## src/rtl/ascon_auth_release.sv

```systemverilog
// Receiver-side release gate for the Ascon decryption core: launches one decryption,
// checks the computed tag in constant time and releases plaintext only on a match.
module ascon_auth_release #(
    parameter int text_l  = 40,
    parameter int CHUNK   = 32,
    parameter int TIMEOUT = 1024
) (
    input  logic              clk,
    input  logic              rst,
    input  logic              start,
    input  logic [127:0]      tag_in,
    output logic              dec_start,
    input  logic              dec_ready,
    input  logic [127:0]      dec_tag,
    input  logic [text_l-1:0] dec_pt,
    output logic [text_l-1:0] pt_out,
    output logic              pt_valid,
    input  logic              pt_ready,
    output logic              auth_fail,
    output logic              timeout,
    output logic              busy,
    output logic              done
);

    localparam int NCHUNK = 128 / CHUNK;
    localparam int IDX_W  = (NCHUNK > 1) ? $clog2(NCHUNK) : 1;
    localparam int CNT_W  = $clog2(TIMEOUT);
    localparam logic [IDX_W-1:0] LAST_IDX = IDX_W'(NCHUNK - 1);
    localparam logic [CNT_W-1:0] LAST_CNT = CNT_W'(TIMEOUT - 1);

    typedef enum logic [2:0] {
        S_IDLE, S_LAUNCH, S_WAIT, S_CMP, S_RELEASE, S_REJECT
    } state_t;

    state_t              state_q, state_d;
    logic [127:0]        tag_q, tag_d;
    logic [127:0]        cap_tag_q, cap_tag_d;
    logic [text_l-1:0]   cap_pt_q, cap_pt_d;
    logic                diff_q, diff_d;
    logic [IDX_W-1:0]    idx_q, idx_d;
    logic [CNT_W-1:0]    cnt_q, cnt_d;
    logic                dec_ready_q, dec_ready_d;
    logic                dec_start_q, dec_start_d;
    logic [text_l-1:0]   pt_out_q, pt_out_d;
    logic                pt_valid_q, pt_valid_d;
    logic                auth_fail_q, auth_fail_d;
    logic                timeout_q, timeout_d;
    logic                busy_q, busy_d;
    logic                done_q, done_d;

    logic [127:0]        tag_xor_sh;
    logic [CNT_W-1:0]    cnt_inc;
    logic                ready_rise;

    always_comb begin
        // NOTE: every signal gets a default first so no path through the case infers a latch.
        state_d     = state_q;
        tag_d       = tag_q;
        cap_tag_d   = cap_tag_q;
        cap_pt_d    = cap_pt_q;
        diff_d      = diff_q;
        idx_d       = idx_q;
        cnt_d       = cnt_q;
        dec_ready_d = dec_ready;
        dec_start_d = 1'b0;
        pt_out_d    = pt_out_q;
        pt_valid_d  = pt_valid_q;
        auth_fail_d = auth_fail_q;
        timeout_d   = timeout_q;
        done_d      = 1'b0;

        tag_xor_sh = (tag_q ^ cap_tag_q) >> (int'(idx_q) * CHUNK);
        cnt_inc    = cnt_q + CNT_W'(1);
        ready_rise = dec_ready && !dec_ready_q;

        unique case (state_q)
            S_IDLE: begin
                // A start coinciding with the done pulse belongs to the finished transaction.
                if (start && !done_q) begin
                    tag_d       = tag_in;
                    auth_fail_d = 1'b0;
                    timeout_d   = 1'b0;
                    diff_d      = 1'b0;
                    dec_start_d = 1'b1;
                    state_d     = S_LAUNCH;
                end
            end
            S_LAUNCH: begin
                cnt_d   = '0;
                state_d = S_WAIT;
            end
            S_WAIT: begin
                if (ready_rise) begin
                    cap_tag_d = dec_tag;
                    cap_pt_d  = dec_pt;
                    idx_d     = '0;
                    state_d   = S_CMP;
                end else if (cnt_inc == LAST_CNT) begin
                    auth_fail_d = 1'b1;
                    timeout_d   = 1'b1;
                    done_d      = 1'b1;
                    state_d     = S_REJECT;
                end else begin
                    cnt_d = cnt_inc;
                end
            end
            S_CMP: begin
                // All chunks are always visited so the verdict time is independent of the data.
                diff_d = diff_q | (|tag_xor_sh[CHUNK-1:0]);
                idx_d  = idx_q + IDX_W'(1);
                if (idx_q == LAST_IDX) begin
                    if (!diff_d) begin
                        pt_valid_d = 1'b1;
                        pt_out_d   = cap_pt_q;
                        state_d    = S_RELEASE;
                    end else begin
                        auth_fail_d = 1'b1;
                        done_d      = 1'b1;
                        state_d     = S_REJECT;
                    end
                end
            end
            S_RELEASE: begin
                if (pt_ready) begin
                    pt_valid_d = 1'b0;
                    pt_out_d   = '0;
                    done_d     = 1'b1;
                    cap_pt_d   = '0;
                    cap_tag_d  = '0;
                    state_d    = S_IDLE;
                end
            end
            S_REJECT: begin
                cap_pt_d  = '0;
                cap_tag_d = '0;
                state_d   = S_IDLE;
            end
            default: state_d = S_IDLE;
        endcase

        busy_d = (state_d != S_IDLE);
    end

    always_ff @(posedge clk or negedge rst) begin
        if (!rst) begin
            // NOTE: the tag and plaintext holding registers are cleared too, so an aborted
            // transaction leaves no secret material behind.
            state_q     <= S_IDLE;
            tag_q       <= '0;
            cap_tag_q   <= '0;
            cap_pt_q    <= '0;
            diff_q      <= 1'b0;
            idx_q       <= '0;
            cnt_q       <= '0;
            dec_ready_q <= 1'b0;
            dec_start_q <= 1'b0;
            pt_out_q    <= '0;
            pt_valid_q  <= 1'b0;
            auth_fail_q <= 1'b0;
            timeout_q   <= 1'b0;
            busy_q      <= 1'b0;
            done_q      <= 1'b0;
        end else begin
            // NOTE: non-blocking assignments keep every flop sampling pre-edge values.
            state_q     <= state_d;
            tag_q       <= tag_d;
            cap_tag_q   <= cap_tag_d;
            cap_pt_q    <= cap_pt_d;
            diff_q      <= diff_d;
            idx_q       <= idx_d;
            cnt_q       <= cnt_d;
            dec_ready_q <= dec_ready_d;
            dec_start_q <= dec_start_d;
            pt_out_q    <= pt_out_d;
            pt_valid_q  <= pt_valid_d;
            auth_fail_q <= auth_fail_d;
            timeout_q   <= timeout_d;
            busy_q      <= busy_d;
            done_q      <= done_d;
        end
    end

    assign dec_start = dec_start_q;
    assign pt_out    = pt_out_q;
    assign pt_valid  = pt_valid_q;
    assign auth_fail = auth_fail_q;
    assign timeout   = timeout_q;
    assign busy      = busy_q;
    assign done      = done_q;

endmodule

```

## config.mk

```make
export PLATFORM = sky130hd
export DESIGN_NAME = ascon_auth_release
export DESIGN_NICKNAME = d
export VERILOG_FILES = /design/src/rtl/ascon_auth_release.sv
export SDC_FILE = /design/constraint.sdc
export NUM_CORES = 1
export LEC_CHECK = 0
export CELL_PAD_IN_SITES_DETAIL_PLACEMENT = 0
export CELL_PAD_IN_SITES_GLOBAL_PLACEMENT = 1
export CORE_ASPECT_RATIO = 2
export CORE_MARGIN = 1.5
export CORE_UTILIZATION = 25
export CTS_CLUSTER_DIAMETER = 40
export CTS_CLUSTER_SIZE = 14
export DETAILED_ROUTE_END_ITERATION = 10
export PLACE_DENSITY = 0.65
export SKIP_CTS_REPAIR_TIMING = 1
export SYNTH_ARGS = -nofsm -noshare
export SYNTH_HDL_FRONTEND = slang
export SYNTH_SLANG_ARGS = --single-unit
export TNS_END_PERCENT = 30
```

## constraint.sdc

```tcl
create_clock -name clk -period 2.05 [get_ports clk]
set_input_delay 0.41 -clock clk [delete_from_list [all_inputs] [get_ports clk]]
set_output_delay 0.41 -clock clk [all_outputs]
set_load 0.02 [all_outputs]
```

; ---- Word level (Yosys, flattened, before mapping)
; Index checks and enable logic that the tools add are counted.
[totals]
register_bits = 359
input_bits = 301
output_inout_bits = 46
elab_cells = 99
[op_classes]
add_sub_neg = 2
eq_ne = 16
shifts = 1
n_mux = 41
bitwise = 2
n_reduce_logical = 22
[op_table]
columns = operator, count
row1 = one-hot mux 128 bit (3 select lines), 1
row2 = two-way mux 128 bit, 2
row3 = two-way mux 40 bit, 4
row4 = right shift 128 x 7 -> 32 bit, 1
row5 = XOR 128 bit, 1
row6 = one-hot mux 40 bit (3 select lines), 1
row7 = one-hot mux 40 bit (2 select lines), 1
row8 = OR reduction 32 bit, 1
row9 = two-way mux 10 bit, 2
row10 = one-hot mux 10 bit (2 select lines), 1
row11 = "!= test 2 bit, second input constant", 9
row12 = two-way mux 1 bit, 16
row13 = two-way mux 3 bit, 5
row14 = one-hot mux 3 bit (5 select lines), 1
row15 = "adder 10 x 1 -> 10 bit, second input constant", 1
row16 = "== test 10 bit, second input constant", 1
row17 = nonzero test 2 bit, 5
row18 = nonzero test 3 bit, 3
row19 = AND reduction 4 bit, 2
row20 = "== test 3 x 2 -> 1 bit, second input constant", 2
row21 = "== test 3 bit, second input constant", 2
row22 = one-hot mux 1 bit (2 select lines), 3
row23 = one-hot mux 1 bit (3 select lines), 2
row24 = AND reduction 2 bit, 3
row25 = 11 further kinds, 14

; ---- Depth between registers and ports, before layout
; Gate-level depths: netlist of the first run.
[logic_depth]
depth_word = 8
depth_mapped = 10
mapped_depth_nobuf = 9

; ---- Worst setup path after synthesis of the first run
; Ideal clock, no wire load.
[synth_timing]
kind = register to register
startpoint = reg cnt_q[1]
endpoint = reg cnt_q[1]
setup_time_ns = 0.083
arrival_ns = 2.123
required_time_ns = 1.967
setup_slack_ns = -0.155
stages_incl_launch_ff = 10
n_path_buf = 2
cell_sequence = dfrtp_1 > ha_1 > clkbuf_1 > nand2_1 > o31a_1 > o31ai_1 > a31o_2 > clkbuf_1 > o211ai_1 > o21ai_0
[synth_via]
elab_chain_len = 4
elab_cells_between_ends = 7
[synth_rtl]
columns = item, line
row1 = start: declaration, 41  ; logic [CNT_W-1:0] cnt_q, cnt_d;
row2 = start signal: assignment, 171  ; cnt_q <= cnt_d;
row3 = adder 10 x 1 -> 10 bit (*), 73  ; cnt_inc = cnt_q + CNT_W'(1);
row4 = == test 10 bit or two-way mux 10 bit (tied branches), 98  ; end else if (cnt_inc == LAST_CNT) begin
row5 = != test 2 bit (no line) or two-way mux 10 bit (tied branches), -
row6 = AND reduction 3 bit (no line) or one-hot mux 10 bit (2 select lines) (tied branches), -
; Mark *: on every way between the ends. The rest lies on a longest branch, timed or not. The select of a mux whose other input is x is not followed.
; A chain may end at the register's enable or synchronous reset.

; ---- Worst setup path after layout of the first run
[layout_timing]
startpoint = reg tag_q[66]
endpoint = reg pt_out_q[31], in the netlist pt_out[31]
[layout_via]
elab_chain_len = 6
[layout_rtl]
columns = item, line
row1 = start: declaration, 36  ; logic [127:0] tag_q, tag_d;
row2 = start signal: assignment, 166  ; tag_q <= tag_d;
row3 = XOR 128 bit, 72  ; tag_xor_sh = (tag_q ^ cap_tag_q) >> (int'(idx_q) * CHUNK);
row4 = right shift 128 x 7 -> 32 bit, 72
row5 = OR reduction 32 bit, 109  ; diff_d = diff_q | (|tag_xor_sh[CHUNK-1:0]);
row6 = OR 1 bit, 109
row7 = != test 2 bit (no line), -
row8 = AND reduction 4 bit (no line), -
row9 = end signal: assignment, 174  ; pt_out_q <= pt_out_d;
row10 = end: declaration, 44  ; logic [text_l-1:0] pt_out_q, pt_out_d;
; Every way passes these cells.

==> metrics, run 1 <==
register area=~0.0090 mm²; Peak VDD IR=around 0.81 mV; compound-cell area share of the yosys netlist=4.93%; CTS Buf Count=between 40 and 50; CTS sink count=359; DR iter-0 viols=between 400 and 500; first-pass GRT wire length=around 76000 µm; layout cells sized above 1=between 10% and 20%; fin crit share=126%; Die Wd=roughly 180 µm; largest family of logic cells by synthesized area=simple AND/OR/NAND/NOR gates; Post-synth EDFFs=0; worst reg2reg path depth=9; DR WL/cell=around 19 µm; drt first pass iters=7; clock latency on the worst-skew pair=between 0.5 and 0.6 ns; Post-Synth Adder-Cell Area=less than 1%; Routed WL=between 50000 and 60000 µm; Area Overhead vs Synth=46.9%; XOR/XNOR Fraction of Synth Area=7.08%; status=complete, but fails checks; vias per cell=between 4 and 5; Post-Synthesis Cells=roughly 1400; cell area after layout=0.0227 mm²; fin nets=about 2200; Max-slew headroom=about 64%; Hold Fails Final Rpt=0; hold slack=roughly 0.32 ns; grt total ovfl=0; Final HPWL DP=around 38000 µm; DIE AREA=between 0.06 and 0.07 mm²; failing checks=negative setup slack; syn_nets=around 1700; pre-CTS setup slack=-0.764 ns; worst r2r dst=pt_out[31]; sequential fraction of the synthesis area=58.1%; Setup Crit Path Kind=reg -> reg; Placer Congestion=approximately 0.8; Final Skew=about 0.016 ns; CP arrival=around 3.1 ns; CTS tree=built; critical path peak fanout=7; Max-Cap Viols=0; Global Route Usage Sum=roughly 16%; simple-gate area share of the yosys netlist=between 10% and 20%; IO Port Bufs=approximately 350; unrepaired setup endpoints after global routing=true; Post-Syn Area=~0.015 mm²; final worst-path setup slack=-0.532 ns; Leak=a little over 10 nW; Clock H-tree levels=2; Placeable Area=0.0610 mm²; CTS Buffer Depth=3; asr flop ratio synth=between 90% and 100%; syn_area_per_cell=around 11 µm²; CTS Root Cell=clkbuf_16; fraction of synthesized area in multiplexers=about 9.2%; pin count of the biggest net entering global routing=72; Area after DPL=roughly 0.021 mm²; FILL cells=about 6100; Top Ports=347; setup_tns=-21.91 ns; minimum clock period=between 2 and 3 ns; vias in the first global route=roughly 13000; detailed-route via count=approximately 12000; Final Slew Violations=0; Antenna Violating Nets Remaining=0; Startpoint Class=flop; chip height=roughly 350 µm; Yosys reg bits=around 360; # rows=128; worst path required time=2.55 ns; DRC Markers=0; Cell Pwr Density=roughly 1300 mW/mm²; CP endpoint kind=flop; R2R setup slack=-0.53 ns; worst flop-to-flop path startpoint=tag_q[66]; Fmax=a little under 400 MHz; yosys warns=0; starting density of the core=25.4%; Synth Flop Type=dfrtp_1; Synth cell types=52; Slew @ Worst Pin=between 0.5 and 0.6 ns; Setup Viol. Count Final=46; HP Class=in -> async; multi-input logic area=approximately 0.0062 mm²; initial antenna violation count=15; Worst-path clk slew=roughly 0.060 ns
==> worst max-delay path by stage <==
| stage | from | endpoint | slack (ns) |
|---|---|---|---|
| floorplan | tag_q[89] | pt_out[30] | -0.1 |
| global placement | cap_tag_q[69] | pt_out[2] | -0.68 |
| detailed placement | tag_q[89] | pt_out[3] | -0.76 |
| CTS | tag_q[89] | pt_out[37] | -0.79 |
| global route | tag_q[66] | pt_out[20] | -0.63 |
| finish | tag_q[66] | pt_out[31] | -0.53 |
==> synthesized netlist by cell type (all sizes together) (3+ instances only) <==
library cell,count,area share (%)
nor3,6,0.19
and2,4,0.16
a21o,3,0.15
nor4,13,0.53
a22o,40,2.3
nand4,17,0.69
o21ai,19,0.61
nor2,18,0.44
or4,3,0.17
nand2b,9,0.36
nor2b,4,0.16
o211ai,7,0.34
nand3,182,5.9
nand2,353,8.6
o31ai,4,0.19
xor2,46,2.6
mux2,127,9.2
o22ai,3,0.12
dfrtp,359,58
xnor2,79,4.5
buf,10,0.53
clkbuf,74,1.8
ha,3,0.24
a21oi,3,0.097
inv,9,0.22
==> cell families (layout without fill, tap and decap cells) <==
group	count (synthesis)	in the layout
buffers and inverters	93	579
DFF	359	359
muxes	127	127
and+or+nand+nor	624	624
AOI/OAI and AO/OA	99	99
xor gates and xnor gates	125	125
other	0	15
adders and majority gates	3	3
==> sequential cells by signal, summed over array words and instances, names as in the netlist <==
| register | flops |
|---|---|
| cap_tag_q | 128 |
| busy | 1 |
| idx_q | 2 |
| pt_out | 40 |
| pt_valid | 1 |
| state_q | 3 |
| dec_start | 1 |
| tag_q | 128 |
| dec_ready_q | 1 |
| done | 1 |
| auth_fail | 1 |
| timeout | 1 |
| cnt_q | 10 |
| diff_q | 1 |
| cap_pt_q | 40 |
==> per-stage QoR <==
step / utilization [%] / std cells / total power [mW]
floorplan: - / 1430 / 17.2
CTS: 36.9 / 2690 / 30.2
global placement: 34.4 / 2610 / 21.5
detailed placement: 34.4 / 2610 / 21.8
global route: 37.2 / 2709 / 31.7
finish: 37.2 / 2711 / 29.7
==> power breakdown <==
group / switching, mW / internal, mW / total [mW]
combinational: 4.33 / 5.30 / 9.63
sequential: 1.92 / 10.0 / 11.9
clock: 3.35 / 4.83 / 8.19
total: 9.60 / 20.1 / 29.7
==> worst max-delay path: stages, from the launching register on <==
cell	delay, ns
dfrtp_1	0.39
xor2_1	0.17
nor4_2	0.35
buf_4	0.16
nand4b_1	0.08
or4_4	0.47
a32oi_2	0.25
and2_4	0.32
clkbuf_16	0.20
a22o_1	0.12
==> routing by layer <==
metal,vias to the layer above,share of wire [%],track usage (%)
li1,5805,-,-
met1,6073,37,17.2
met2,383,53,28.9
met3,87,6.6,3.66
met4,2,3.9,7.43
met5,-,0.021,0
==> layout by cell type, fill, tap and decap left out, types with 5 or more instances in the layout <==
| cell type | netlist | routed |
|---|---|---|
| nand2b_1 | 9 | 8 |
| dfrtp_1 | 359 | 358 |
| buf_4 | 0 | 111 |
| nor3_1 | 6 | 6 |
| nand2_1 | 353 | 352 |
| xnor2_1 | 79 | 79 |
| clkinv_4 | 0 | 10 |
| inv_1 | 8 | 8 |
| o21ai_1 | 0 | 5 |
| nand3_1 | 182 | 181 |
| nor2_1 | 18 | 15 |
| mux2_2 | 127 | 127 |
| xor2_1 | 46 | 46 |
| clkbuf_8 | 0 | 5 |
| a22o_1 | 40 | 40 |
| nand4_1 | 17 | 17 |
| clkbuf_16 | 0 | 46 |
| clkdlybuf4s50_1 | 0 | 337 |
| dlymetal6s2s_1 | 0 | 8 |
| diode_2 | 0 | 15 |
| nor4_1 | 13 | 11 |
| o211ai_1 | 7 | 7 |
| bufinv_16 | 0 | 5 |
| inv_6 | 0 | 5 |
| buf_12 | 0 | 27 |
| o21ai_0 | 19 | 14 |
==> cell type report <==
type,instances,area share [%]
clock buffers,51,5.18
well taps,780,4.29
inverters,9,0.171
clock inverters,29,1.58
repair buffers,490,21.8
flip-flops and latches,359,39.5
multi-input cells,978,27.3
diodes,15,0.165
Note: power is estimated with default switching activity, not from simulation.
==> run 2, diff against run 1 <==
CTS_CLUSTER_DIAMETER = 80   (was 40)
==> metrics, run 2 (synthesized netlist as in run 1, its figures left out) <==
Routed WL=50900 µm (-1.1%); CTS Buffer Depth=3 (unchanged); drt first pass iters=5 (-2); Setup Viol. Count Final=46 (unchanged); Peak VDD IR=0.804 mV (-0.47%); max incr delay on CP=0.53 ns (+0.06 ns); Fmax=386 MHz (-0.25%); CTS Buf Count=30 (-30%); Seq pwr share=44.0% (+3.9 points); Top Ports=347 (unchanged); Placeable Area=0.0610 mm² (unchanged); commonest non-fill, non-tap cell in the layout=dfrtp_1; worst flop-to-flop path startpoint=cap_tag_q[66]; critical path's slowest cell=or4_4; grt total ovfl=0 (unchanged); failing checks=negative setup slack; Top Registers=cap_tag_q x128, tag_q x128; Clock H-tree levels=1 (-1); Levels on crit path=9 (unchanged); P_int=18.1 mW (-9.9%); Leak=10.2 nW (-1.4%); Slew @ Worst Pin=0.547 ns (+0.00255 ns); CP endpoint kind=flop; CP arrival=3.12 ns (+0.04 ns); Global Route Usage Sum=15.8% (-0.10 points); fin nets=2168 (-0.78%); Die Wd=179 µm (unchanged); Setup Crit Path Kind=reg -> reg; vias per cell=4.57 (+0.27%); DIE AREA=0.0635 mm² (unchanged); # rows=128 (unchanged); FILL cells=6154 (+0.97%); fin crit share=126% (+0.31 points); CP endpoint=pt_out[31]; status=complete, but fails checks; crit path cell chain=xor2_1, nor4_2, buf_4, nand4b_1, or4_4, a32oi_2, and2_4, clkbuf_16, a22o_1; clock latency on the worst-skew pair=0.60 ns (+0.03 ns); Hold Fails Final Rpt=0 (unchanged); Cell Pwr Density=1230 mW/mm² (-5.9%); hold slack=0.271 ns (-0.0474 ns); CTS sink count=359 (unchanged); Worst-path clk slew=0.07 ns (about the same); chip height=355 µm (unchanged); vias in the first global route=12951 (-1.4%); Setup crit start=cap_tag_q[66]; detailed-route via count=12141 (-1.7%); R2R setup slack=-0.54 ns (about the same); unrepaired setup endpoints after global routing=true; Startpoint Class=flop; Max-Cap Viols=0 (unchanged); Final Skew=0.0143 ns (-0.00122 ns); Comb power frac=35.6% (+3.2 points); DR WL/cell=19.1 µm (+0.83%); CTS Root Cell=clkbuf_16; DR iter-0 viols=471 (+15%); worst path required time=2.59 ns (+0.04 ns); CTS tree=built; Sw Ratio=33.0% (+0.68 points); Final Slew Violations=0 (unchanged); pre-CTS setup slack=-0.764 ns (unchanged); initial antenna violation count=7 (-8); CP delay by family, top=simple AND/OR/NAND/NOR gates; pin count of the biggest net entering global routing=72 (unchanged); Psw=8.92 mW (-7.1%); Placer Congestion=0.795 (unchanged); worst reg2reg path depth=9 (unchanged); IO Port Bufs=346 (unchanged); Max-slew headroom=63.2% (-0.55 points); crit path buf inv count=2 (unchanged); Final HPWL DP=37900 µm (unchanged); first-pass GRT wire length=76200 µm (-0.32%); HP Class=in -> async; Antenna Violating Nets Remaining=0 (unchanged); clock share of power=20.4% (-7.1 points); Area Overhead vs Synth=42.0%; worst r2r dst=pt_out[31]; most frequent cells in the layout=358 x dfrtp_1, 352 x nand2_1, 325 x clkdlybuf4s50_1; total power=27.0 mW (-9.0%); final worst-path setup slack=-0.538 ns (-0.00640 ns); DRC Markers=0 (unchanged); critical path peak fanout=19 (+12); layout cells sized above 1=17.2% (-2.1 points); starting density of the core=25.4% (unchanged); minimum clock period=2.59 ns (+0.00640 ns)
run 2: worst min-delay path by stage:
| stage | endpoint | slack [ns] | cells past startpoint |
|---|---|---|---|
| 4_1_cts | tag_q[40] | -0.35 | 1 |
| 2_1_floorplan | auth_fail | 0.11 | 0 |
| 3_3_place_gp | tag_q[38] | 0.32 | 1 |
| 6_report | tag_q[40] | 0.27 | 2 |
| 5_1_grt | tag_q[40] | 0.29 | 2 |
| 3_5_place_dp | tag_q[40] | 0.32 | 1 |
run 2: worst reg2reg max path, cell delays in order (launching register included):
cell and delay (ns):
dfrtp_1 0.39, xor2_1 0.17, nor4_2 0.36, buf_4 0.17
nand4b_1 0.09, or4_4 0.53, a32oi_2 0.24, and2_4 0.23
clkbuf_16 0.21, a22o_1 0.14
run 2: power groups by stage:
stage,Clock (mW),Combinational [mW],Sequential (mW)
floorplan,0,5.60,11.6
global placement,0,9.57,11.9
detailed placement,0,9.73,12.1
CTS,5.78,9.78,11.9
global route,5.94,10.8,12.3
finish,5.51,9.63,11.9
run 2: cell type report:
type                            instances  area, µm²  share of cell area [%]
Sequential cell                       359       8980                    40.9
Multi-Input combinational cell        978       6190                    28.2
Timing Repair Buffer                  486       4920                    22.4
Tap cell                              780        976                    4.44
Clock buffer                           34        797                    3.63
Clock inverter                          3       43.8                   0.199
Inverter                                9       38.8                   0.177
Antenna cell                            9       22.5                   0.103
run 2: stage by stage:
step	instances	setup TNS, ns	area, µm²	util [%]
detailed placement	2610	-44.50	21000	34.4
floorplan	1430	-3.96	15500	-
global route	2655	-27.85	22000	36.0
finish	2658	-22.37	22000	36.0
CTS	2647	-34.36	21800	35.7
global placement	2610	-42.30	21000	34.4
run 2: layer usage:
layer	track usage (%)	vias up	wire, µm
met5	0	-	13
met4	5.52	2	1280
met3	3.09	52	3240
met2	29.6	347	27300
met1	17.4	6022	19000
li1	-	5718	-
==> run 3, diff against run 2 <==
CORE_UTILIZATION = 35   (was 25)
PLACE_DENSITY = unset   (was 0.65)
PLACE_DENSITY_LB_ADDON = 0.08   (was unset)
SETUP_SLACK_MARGIN = 0.02   (was unset)
==> metrics, run 3 (synthesized netlist as in run 1, its figures left out) <==
CTS sink count=359 (unchanged); Setup Crit Path Kind=reg -> reg; crit path cell chain=xor2_1, nor4_2, buf_4, nand4b_1, or4_4, a32oi_2, and2_4, buf_6, a22o_1; Placeable Area=0.0435 mm² (-29%); Clock H-tree levels=1 (unchanged); DR iter-0 viols=256 (-46%); final worst-path setup slack=-0.525 ns (+0.0128 ns); Hold Fails Final Rpt=0 (unchanged); grt total ovfl=0 (unchanged); setup_tns=-21.77 ns (+0.598 ns); CTS tree=built; register area=0.00898 mm² (unchanged); unrepaired setup endpoints after global routing=true; clock latency on the worst-skew pair=0.57 ns (-0.03 ns); drt first pass iters=5 (unchanged); Leak=9.79 nW (-4.2%); FILL cells=4064 (-34%); max incr delay on CP=0.48 ns (-0.05 ns); Max-slew headroom=50.0% (-13 points); fin cells=2389 (-10%); Final HPWL DP=34600 µm (-8.6%); detailed-route via count=11800 (-2.8%); Max-Cap Viols=0 (unchanged); Startpoint Class=flop; vias per cell=4.94 (+8.1%); Die Wd=152 µm (-15%); Top Registers=cap_tag_q x128, tag_q x128; # rows=108 (-16%); failing checks=negative setup slack; fin crit share=126% (-0.63 points); Placed Instances=2349 (-10%); CP arrival=3.07 ns (-0.05 ns); multi-input logic area=0.00618 mm² (about the same); chip height=300 µm (-15%); Placer Congestion=0.784 (-1.4%); CTS Buffer Depth=3 (unchanged); Global Route Usage Sum=21.0% (+5.2 points); minimum clock period=2.58 ns (-0.0128 ns); Cell Pwr Density=1220 mW/mm² (-0.95%); starting density of the core=35.6% (+10 points); CTS Buf Count=29 (-3.3%); Slew @ Worst Pin=0.750 ns (+0.204 ns); DR WL/cell=19.9 µm (+3.9%); initial antenna violation count=8 (+1); Setup Viol. Count Final=47 (+2.2%); pin count of the biggest net entering global routing=106 (+47%); critical path's slowest cell=or4_4; IO Port Bufs=346 (unchanged); Area Overhead vs Synth=37.9%; most frequent cells in the layout=358 x dfrtp_1, 352 x nand2_1, 338 x clkdlybuf4s50_1; status=complete, but fails checks; Worst-path clk slew=0.07 ns (about the same); layout cells sized above 1=15.7% (-1.6 points); Top Ports=347 (unchanged); critical path peak fanout=10 (-9); Antenna Violating Nets Remaining=0 (unchanged); Routed WL=47500 µm (-6.6%); Final Slew Violations=0 (unchanged); Final Skew=0.0184 ns (+0.00405 ns); commonest non-fill, non-tap cell in the layout=dfrtp_1; CTS Root Cell=clkbuf_16; first-pass GRT wire length=72900 µm (-4.3%); fin nets=2138 (-1.4%); Peak VDD IR=0.630 mV (-22%); CP endpoint kind=flop; worst path required time=2.55 ns (-0.04 ns); vias in the first global route=12821 (-1.0%); Fmax=388 MHz (+0.50%); DRC Markers=0 (unchanged); HP Class=in -> async; DIE AREA=0.0455 mm² (-28%); worst reg2reg path depth=9 (unchanged)
run 3: cell count changes in the layout (fill, tap and decap cells not counted), moves of 2 or more:
| cell | change |
|---|---|
| dlymetal6s2s_1 | -13 |
| buf_4 | -30 |
| o21ai_1 | -6 |
| clkdlybuf4s50_1 | +13 |
| clkbuf_1 | -2 |
| o21ai_0 | +6 |
| diode_2 | -3 |
run 3: stage by stage:
| stage | total power [mW] | utilization (%) | setup slack [ns] | hold slack [ns] | cell area, µm² |
|---|---|---|---|---|---|
| finish | 26.0 | 49.0 | -0.525 | 0.283 | 21300 |
| CTS | 26.4 | 48.7 | -0.738 | -0.330 | 21200 |
| global placement | 21.1 | 47.0 | -0.733 | 0.287 | 20400 |
| floorplan | 17.2 | - | -0.0979 | 0.114 | 15500 |
| global route | 27.9 | 49.0 | -0.658 | 0.282 | 21300 |
| detailed placement | 21.3 | 47.0 | -0.707 | 0.286 | 20400 |
run 3: worst paths after layout:
kind | start | end | slack, ns
worst min-delay path | rst | tag_q[4] | 0.28
max in group asynchronous | rst | cap_tag_q[50] | 0.94
worst max-delay path | cap_tag_q[66] | pt_out[21] | -0.53
min in group clk | dec_ready | dec_ready_q | 0.35
worst max register to register | cap_tag_q[66] | pt_out[21] | -0.53
worst min register to register | cap_pt_q[29] | cap_pt_q[29] | 0.47
run 3: report_power, final:
group          leakage (nW)  switching (mW)  internal [mW]
registers              4.50            1.90           9.99
logic                  4.93            4.14           4.99
clock network         0.358            2.50           2.49
total                  9.79            8.54           17.5
run 3: worst max-delay path: cells and delay by family (launching register included):
family | cells | cell delay, ns
and+or+nand+nor | 4 | 1.18
AOI/OAI and AO/OA | 2 | 0.42
DFF | 1 | 0.39
buffers and inverters | 2 | 0.35
xor gates and xnor gates | 1 | 0.18
run 3: per-layer routing:
| metal | vias up | GRT usage [%] | share of wire, % |
|---|---|---|---|
| li1 | 5647 | - | - |
| met1 | 5796 | 23.7 | 37 |
| met2 | 295 | 39.3 | 56 |
| met3 | 58 | 3.95 | 5.5 |
| met4 | 4 | 5.91 | 2.1 |
| met5 | - | 0 | 0.057 |
run 3: final cells by class:
type                            count  share of cell area, %
Tap cell                          550                   3.23
Multi-Input combinational cell    978                   29.0
Clock inverter                      1                 0.0352
Timing Repair Buffer              457                   22.0
Inverter                            9                  0.182
Clock buffer                       29                   3.40
Sequential cell                   359                   42.1
Antenna cell                        6                 0.0704
